<file path="config.mk">
export PLATFORM = sky130hd
export DESIGN_NAME = uart_frame_tx
export DESIGN_NICKNAME = d
export VERILOG_FILES = /design/src/rtl/uart_frame_tx.sv
export SDC_FILE = /design/constraint.sdc
export NUM_CORES = 1
export LEC_CHECK = 0
export CAP_MARGIN = 20
export CORE_UTILIZATION = 30
export DETAILED_ROUTE_END_ITERATION = 12
export GPL_TIMING_DRIVEN = 0
export HOLD_SLACK_MARGIN = 0.08
export SKIP_CTS_REPAIR_TIMING = 1
export SYNTH_ARGS = -nofsm -noshare
export SYNTH_HDL_FRONTEND = slang
export SYNTH_SLANG_ARGS = --single-unit
</file>
<file path="constraint.sdc">
create_clock -name clk -period 2.7 [get_ports clk]
set_input_delay 0.675 -clock clk [delete_from_list [all_inputs] [get_ports clk]]
set_output_delay 0.675 -clock clk [all_outputs]
set_load 0.005 [all_outputs]
</file>
<file path="src/rtl/uart_frame_tx.sv">
// ---------------------------------------------------------------------------
// uart_frame_tx
//
// Serialises one frame of NUM_BYTES bytes as back-to-back 8N1 UART characters
// on a single line. The most significant byte of the frame goes out first,
// and within each character the bits go out LSB first. This matches how the
// companion 3-byte command receiver assembles its frames.
//
// Handshake (valid/ready): a frame is taken on a rising clock edge where both
// frame_valid and frame_ready are high. frame_data is captured at that edge,
// and later changes on the inputs are ignored until the frame has finished.
// frame_valid while busy is simply not looked at; nothing is queued.
//
// Ports:
//   clk          system clock
//   rst_n        asynchronous active-low reset (aborts any frame, line high)
//   frame_data   frame to send, MSB byte first
//   frame_valid  frame_data holds a frame to send
//   frame_ready  block is idle and will accept a frame
//   uart_tx      registered serial line, idle high
//   busy         frame in progress (~frame_ready)
//   byte_done    one-cycle pulse on the last cycle of each stop bit
//   frame_done   one-cycle pulse on the last cycle of the final stop bit
//   fsm_state    current FSM state (0 IDLE, 1 START, 2 DATA, 3 STOP)
// ---------------------------------------------------------------------------
module uart_frame_tx #(
    parameter int CLKS_PER_BIT = 234,
    parameter int NUM_BYTES    = 3
) (
    input  logic                   clk,
    input  logic                   rst_n,
    input  logic [8*NUM_BYTES-1:0] frame_data,
    input  logic                   frame_valid,
    output logic                   frame_ready,
    output logic                   uart_tx,
    output logic                   busy,
    output logic                   byte_done,
    output logic                   frame_done,
    output logic [1:0]             fsm_state
);

    localparam int FW     = 8 * NUM_BYTES;
    localparam int BAUD_W = (CLKS_PER_BIT > 2) ? $clog2(CLKS_PER_BIT) : 1;
    localparam int BC_W   = (NUM_BYTES > 1) ? $clog2(NUM_BYTES) : 1;

    localparam logic [BAUD_W-1:0] BAUD_LAST = BAUD_W'(CLKS_PER_BIT - 1);
    // Pulses are registered, so they are set one cycle ahead of the last
    // stop-bit cycle in order to be visible during that last cycle.
    localparam logic [BAUD_W-1:0] BAUD_PRE  = BAUD_W'(CLKS_PER_BIT - 2);
    localparam logic [BC_W-1:0]   BYTE_LAST = BC_W'(NUM_BYTES - 1);

    typedef enum logic [1:0] {
        IDLE  = 2'd0,
        START = 2'd1,
        DATA  = 2'd2,
        STOP  = 2'd3
    } state_t;

    state_t            state;
    logic [FW-1:0]     shreg;
    logic [BAUD_W-1:0] baud_cnt;
    logic [2:0]        bit_cnt;
    logic [BC_W-1:0]   byte_cnt;

    logic              bit_end;
    logic [7:0]        cur_byte;
    logic [2:0]        bit_nxt;

    // The byte currently on the line always sits in the top of the shift
    // register; it is shifted out by a whole byte when its stop bit begins.
    assign cur_byte  = shreg[FW-1 -: 8];
    assign bit_nxt   = bit_cnt + 3'd1;
    assign bit_end   = (baud_cnt == BAUD_LAST);
    assign busy      = ~frame_ready;
    assign fsm_state = state;

    always_ff @(posedge clk or negedge rst_n) begin
        if (!rst_n) begin
            state       <= IDLE;
            shreg       <= '0;
            baud_cnt    <= '0;
            bit_cnt     <= '0;
            byte_cnt    <= '0;
            uart_tx     <= 1'b1;
            frame_ready <= 1'b1;
            byte_done   <= 1'b0;
            frame_done  <= 1'b0;
        end else begin
            byte_done  <= 1'b0;
            frame_done <= 1'b0;

            case (state)
                IDLE: begin
                    if (frame_valid) begin
                        shreg       <= frame_data;
                        state       <= START;
                        uart_tx     <= 1'b0;
                        frame_ready <= 1'b0;
                        baud_cnt    <= '0;
                        bit_cnt     <= '0;
                        byte_cnt    <= '0;
                    end
                end

                START: begin
                    if (bit_end) begin
                        baud_cnt <= '0;
                        bit_cnt  <= '0;
                        uart_tx  <= cur_byte[0];
                        state    <= DATA;
                    end else begin
                        baud_cnt <= baud_cnt + BAUD_W'(1);
                    end
                end

                DATA: begin
                    if (bit_end) begin
                        baud_cnt <= '0;
                        if (bit_cnt == 3'd7) begin
                            state   <= STOP;
                            uart_tx <= 1'b1;
                            shreg   <= shreg << 8;
                        end else begin
                            bit_cnt <= bit_nxt;
                            uart_tx <= cur_byte[bit_nxt];
                        end
                    end else begin
                        baud_cnt <= baud_cnt + BAUD_W'(1);
                    end
                end

                STOP: begin
                    if (baud_cnt == BAUD_PRE) begin
                        byte_done  <= 1'b1;
                        frame_done <= (byte_cnt == BYTE_LAST);
                    end
                    if (bit_end) begin
                        baud_cnt <= '0;
                        if (byte_cnt == BYTE_LAST) begin
                            state       <= IDLE;
                            frame_ready <= 1'b1;
                        end else begin
                            // Next start bit follows the stop bit directly.
                            byte_cnt <= byte_cnt + BC_W'(1);
                            state    <= START;
                            uart_tx  <= 1'b0;
                        end
                    end else begin
                        baud_cnt <= baud_cnt + BAUD_W'(1);
                    end
                end

                default: begin
                    state <= IDLE;
                end
            endcase
        end
    end

endmodule

</file>
---- Yosys cells after proc, flatten, opt, wreduce, memory -nomap -nowiden ----
Cells that the tools add are included.
cells by class
  add/subtract/negate cells ............... 3
  $lt $le $gt $ge ......................... 1
  equality and inequality tests ........... 15
  muxes and demuxes ....................... 39
  bitwise gates (word level) .............. 1
  reductions and logical operators ........ 11
operator list
  cell                 count
  $mux 24              3
  $pmux 24 s2          1
  $eq 8x8->1 const B   2
  $mux 2               8
  $mux 8               2
  $ne 2x2->1 const B   8
  $pmux 8 s2           1
  $reduce_and 5->1     3
  $mux 1               14
  $mux 3               4
  $reduce_and 4->1     3
  $pmux 3 s3           1
  $add 8x1->8 const B  1
  $pmux 2 s4           1
  $eq 2x2->1 const B   3
  $lt 3x4->1 const B   1
  $pmux 1 s4           1
  $pmux 2 s2           1
  $reduce_bool 2->1    2
  $add 3x1->3 const B  1
  $bmux 1 s3           1
  $eq 3x3->1 const B   1
  $reduce_bool 3->1    1
  $reduce_or 3->1      1
  5 further kinds      5
word-level totals
  bits in registers ....................... 43
  bits of input ports ..................... 27
  output and inout bits ................... 7
  word-level logic and storage cells ...... 79

---- Logic depth before layout (Yosys ltp) ----
  depth in word-level cells ............... 6
  gate-level depth with buffers ........... 8
  depth with buffers taken out ............ 6

---- Worst setup path before layout ----
OpenSTA, ideal clock, no wires.
  kind .................................... reg2reg
  start ................................... register state[0] (netlist: fsm_state[0])
  end ..................................... register shreg[15]
  setup time .............................. 0.127 ns
  data arrival time ....................... 1.935 ns
  data required time ...................... 2.573 ns
  setup slack ............................. 0.637 ns
  stages on the path, launching flop included .. 7
  buffers on the path ..................... 2
  period minus slack after synthesis ...... 2.063 ns
  cell sequence ........................... dfrtp_1 > inv_1 > ha_1 > buf_2 > clkbuf_1 > mux2_2 > mux2_1
between the ends
  word-level cells in the longest chain between the ends .. 3
  elaborated cells between the ends (all ways) .. 8
  those cells by class .................... eq/ne: 4; mux: 1; reduce/logical: 3
RTL lines
  item                                                              RTL line  RTL
  from (decl)                                                       59        state_t state;
  from (signal assigned)                                            79        state <= IDLE;
  from (signal assigned)                                            96        state <= START;
  from (signal assigned)                                            110       state <= DATA;
  $eq 2x2->1 / $logic_not 2->1 (equally long branches)              92        case (state)
  $ne 2x2->1 (no line) / $reduce_bool 2->1 (equally long branches)  -
  $reduce_and 4->1 (no line)                                        -
  to (signal assigned)                                              95        shreg <= frame_data;
  to (signal assigned)                                              122       shreg <= shreg << 8;
  to (decl)                                                         60        logic [FW-1:0] shreg;
Several ways; a longest one is shown, not always the timed one.
A chain may end at the register's enable or synchronous reset.

---- Final worst setup path ----
  start ................................... register state[0] (netlist: fsm_state[0])
  end ..................................... register shreg[20]
The elaborated chain is that of the path after synthesis.

==> results.toml <==
[timing]
setup_violations = 0
clock_skew_ns = 0.01123
slew_headroom_pct = 62.48
slew_violations = 0
hold_ws_ns = 0.3396
finalCritPeriodShare_pct = 87.79
max_freq_mhz = 421.9
final.min_clock_period_ns = 2.370
tightest_slew_ns = 0.5629
finalHoldViolCount = 0
tns_ns = 0
grt_setup_unrepaired = "false"

[critical_path]
startpoint = "fsm_state[0]$_DFFE_PN0P_"
r2r_start = "fsm_state[0]$_DFFE_PN0P_"
crit_fanout = 10
cp-endpoint = "shreg[20]$_DFFE_PN0P_"
endpoint_kind = "flop"
reg2reg_to = "shreg[20]$_DFFE_PN0P_"
start_kind = "flop"
r2r_slack_ns = 0.33
cp_data_required_time_ns = 2.89
criticalPathCategory = "flop to flop"
r2r_cells = 6
worst_ep_arrival_time_ns = 2.56

[routing]
dr.pass1.iters = 4
vias_per_cell = 4.722
drtAntennaViolNets = 0
drt-total-wl_um = 5101
wl_per_cell_um = 14.33
first_iter_violations = 53
route.vias.total = 1681
drc_errors = 0

[cts]
cts.path.max_buffers = 2
tritoncts = "done"
clock_latency_ns = 0.30
cts_htree_levels = 2
clock_sink_count = 43
cts_buffers = 5
clock-root-buffer = "clkbuf_8"
clk_pin_slew_ns = 0.09

[min_path]
hp-class = "input port to async pin"

[finish]
drive_above_1_share_pct = 19.29
area.growth.synth_to_final_pct = 24.52
fin_nets = 290
antenna_cells = 0
finish.utilization_pct = 38.93

[floorplan]
die_w_um = 91.98
die-area_um2 = 8459
rows = 32
initial_core_util_pct = 31.27
io_pins = 34
core-area_um2 = 7767
dieHeight_um = 91.98

[power]
p_int_mw = 1.890
vdd_drop_max_mv = 0.3704
power_frac_clock_pct = 17.8
pwr-share-comb_pct = 46.4
swShare_pct = 36.25
p_leak_nw = 1.270
p_switching_mw = 1.074
seqPwrFrac_pct = 35.8
p_per_area_nw_per_um2 = 980.0

[global_route]
grt_usage_pct = 13.33
first_global_vias = 1754
antenna_found_initial = 0
grt_max_degree = 24
overflow = 0
grt_first_pass_wirelength_um = 8700

[synthesis]
synthCells = 212
ys_ff_latch = 43
yosysSeqAreaShare_pct = 44.41
synth_edf_count = 0
yosysWarnings = 0
ys.flop_type = "dfrtp_1"
synthArstFlopShare_pct = 100.0
synth.distinct_cells = 46
syn-cell-area_um2 = 2429
synth_area_per_cell_um2 = 11.46
synth_fp_nets = 249

[placement]
dp_hpwl_um = 3720
port_buffers = 33
gp_congestion = 0.7492

[outcome]
status = "finished clean"

[job]
max-cap-violations = 0
==> metal layers <==
| metal | wire length, um | global-route usage [%] |
|---|---|---|
| met5 | 0 | 0 |
| met4 | 68 | 5.208 |
| met3 | 150 | 3.068 |
| met1 | 2575 | 17.89 |
| met2 | 2308 | 20.77 |
==> power by group through the flow <==
stage	clock [mW]	combinational, mW	sequential, mW
6_report	0.526	1.38	1.06
5_1_grt	0.570	1.53	1.10
3_3_place_gp	0	1.36	1.07
4_1_cts	0.544	1.40	1.07
2_1_floorplan	0	1.07	1.02
3_5_place_dp	0	1.39	1.08
==> final cells by class <==
cell class / instances / area [um2]
buffer: 12 / 73.82
clock buffer: 5 / 68.82
clock inverter: 3 / 46.29
fill: 792 / 4743
inverter: 19 / 71.32
multi-input combinational: 138 / 1205
sequential: 43 / 1079
tap: 102 / 127.6
timing repair buffer: 34 / 352.8
==> flip-flops by register name, summed over array words and instances (netlist names) <==
register / flops
shreg: 24
baud_cnt: 8
bit_cnt: 3
byte_cnt: 2
fsm_state: 2
byte_done: 1
frame_done: 1
frame_ready: 1
uart_tx: 1
==> cell usage in the layout (no fill, tap or decap), drive strengths merged, types with 8 or more instances in the layout <==
master | synthesis | routed
buf | 7 | 9
clkbuf | 5 | 10
clkdlybuf4s50 | 0 | 32
dfrtp | 41 | 41
ha | 10 | 10
inv | 19 | 20
mux2 | 35 | 35
mux2i | 8 | 8
nand2 | 10 | 10
nand4b | 9 | 9
o21ai | 19 | 19
==> metrics by stage <==
| step | setup WS, ns | area, um2 | std cells | total power [mW] |
|---|---|---|---|---|
| final | 0.3296 | 3024 | 356 | 2.964 |
| after global routing | 0.1162 | 3024 | 356 | 3.201 |
| after CTS | 0.2622 | 3024 | 356 | 3.009 |
| after detailed placement | 0.2688 | 2909 | 348 | 2.470 |
| after global placement | -0.2592 | 2887 | 347 | 2.429 |
| after floorplan | 0.6372 | 2429 | 212 | 2.084 |
==> kinds of logic (layout without fill, tap and decap cells) <==
| kind of cell | Yosys count | in the layout | share of synthesized area, % |
|---|---|---|---|
| xor+xnor | 2 | 2 | 0.7214 |
| mux | 44 | 44 | 20.61 |
| flops | 43 | 43 | 44.41 |
| fa+ha+maj | 10 | 10 | 5.152 |
| compound gates | 35 | 35 | 10.51 |
| buf+inv | 31 | 73 | 5.976 |
| simple gates | 47 | 47 | 12.62 |
==> Yosys cell counts (2+ instances only) <==
master	number	area (um2)
o21ai_0	19	95.09
a21oi_1	2	10.01
and2_1	3	18.77
dfstp_2	2	52.55
nor2_1	3	11.26
and3_1	2	12.51
nand3_1	2	10.01
ha_1	10	125.1
nand4b_1	9	78.83
a311oi_1	2	17.52
nor2b_1	3	18.77
mux2_1	12	135.1
nand2b_1	2	12.51
buf_4	3	22.52
dfrtp_1	41	1026
buf_6	2	22.52
mux2i_1	8	80.08
nor3_1	4	20.02
a22o_1	2	17.52
nand2_1	10	37.54
inv_1	19	71.32
mux2_2	22	247.7
clkbuf_1	5	18.77
buf_2	2	10.01
xnor2_1	2	17.52
==> worst max-delay path, cell delays in order, from the launching register on <==
cell and delay (ns):
dfrtp_1 0.43, inv_1 0.13, ha_1 0.26, buf_2 0.27, clkbuf_1 0.48, mux2_2 0.40
mux2_1 0.29
==> how the worst min path moves through the flow <==
stage                                     start                        to  slack (ns)
after CTS                                 rst_n      shreg[2]$_DFFE_PN0P_        0.35
after global routing                      rst_n  fsm_state[1]$_DFFE_PN0P_        0.37
after floorplan                           rst_n   baud_cnt[0]$_DFFE_PN0P_        0.38
after detailed placement  shreg[13]$_DFFE_PN0P_     shreg[13]$_DFFE_PN0P_        0.47
final                                     rst_n      shreg[1]$_DFFE_PN0P_        0.34
after global placement     shreg[8]$_DFFE_PN0P_      shreg[8]$_DFFE_PN0P_        0.46
Note: power is estimated with default switching activity, not from simulation.
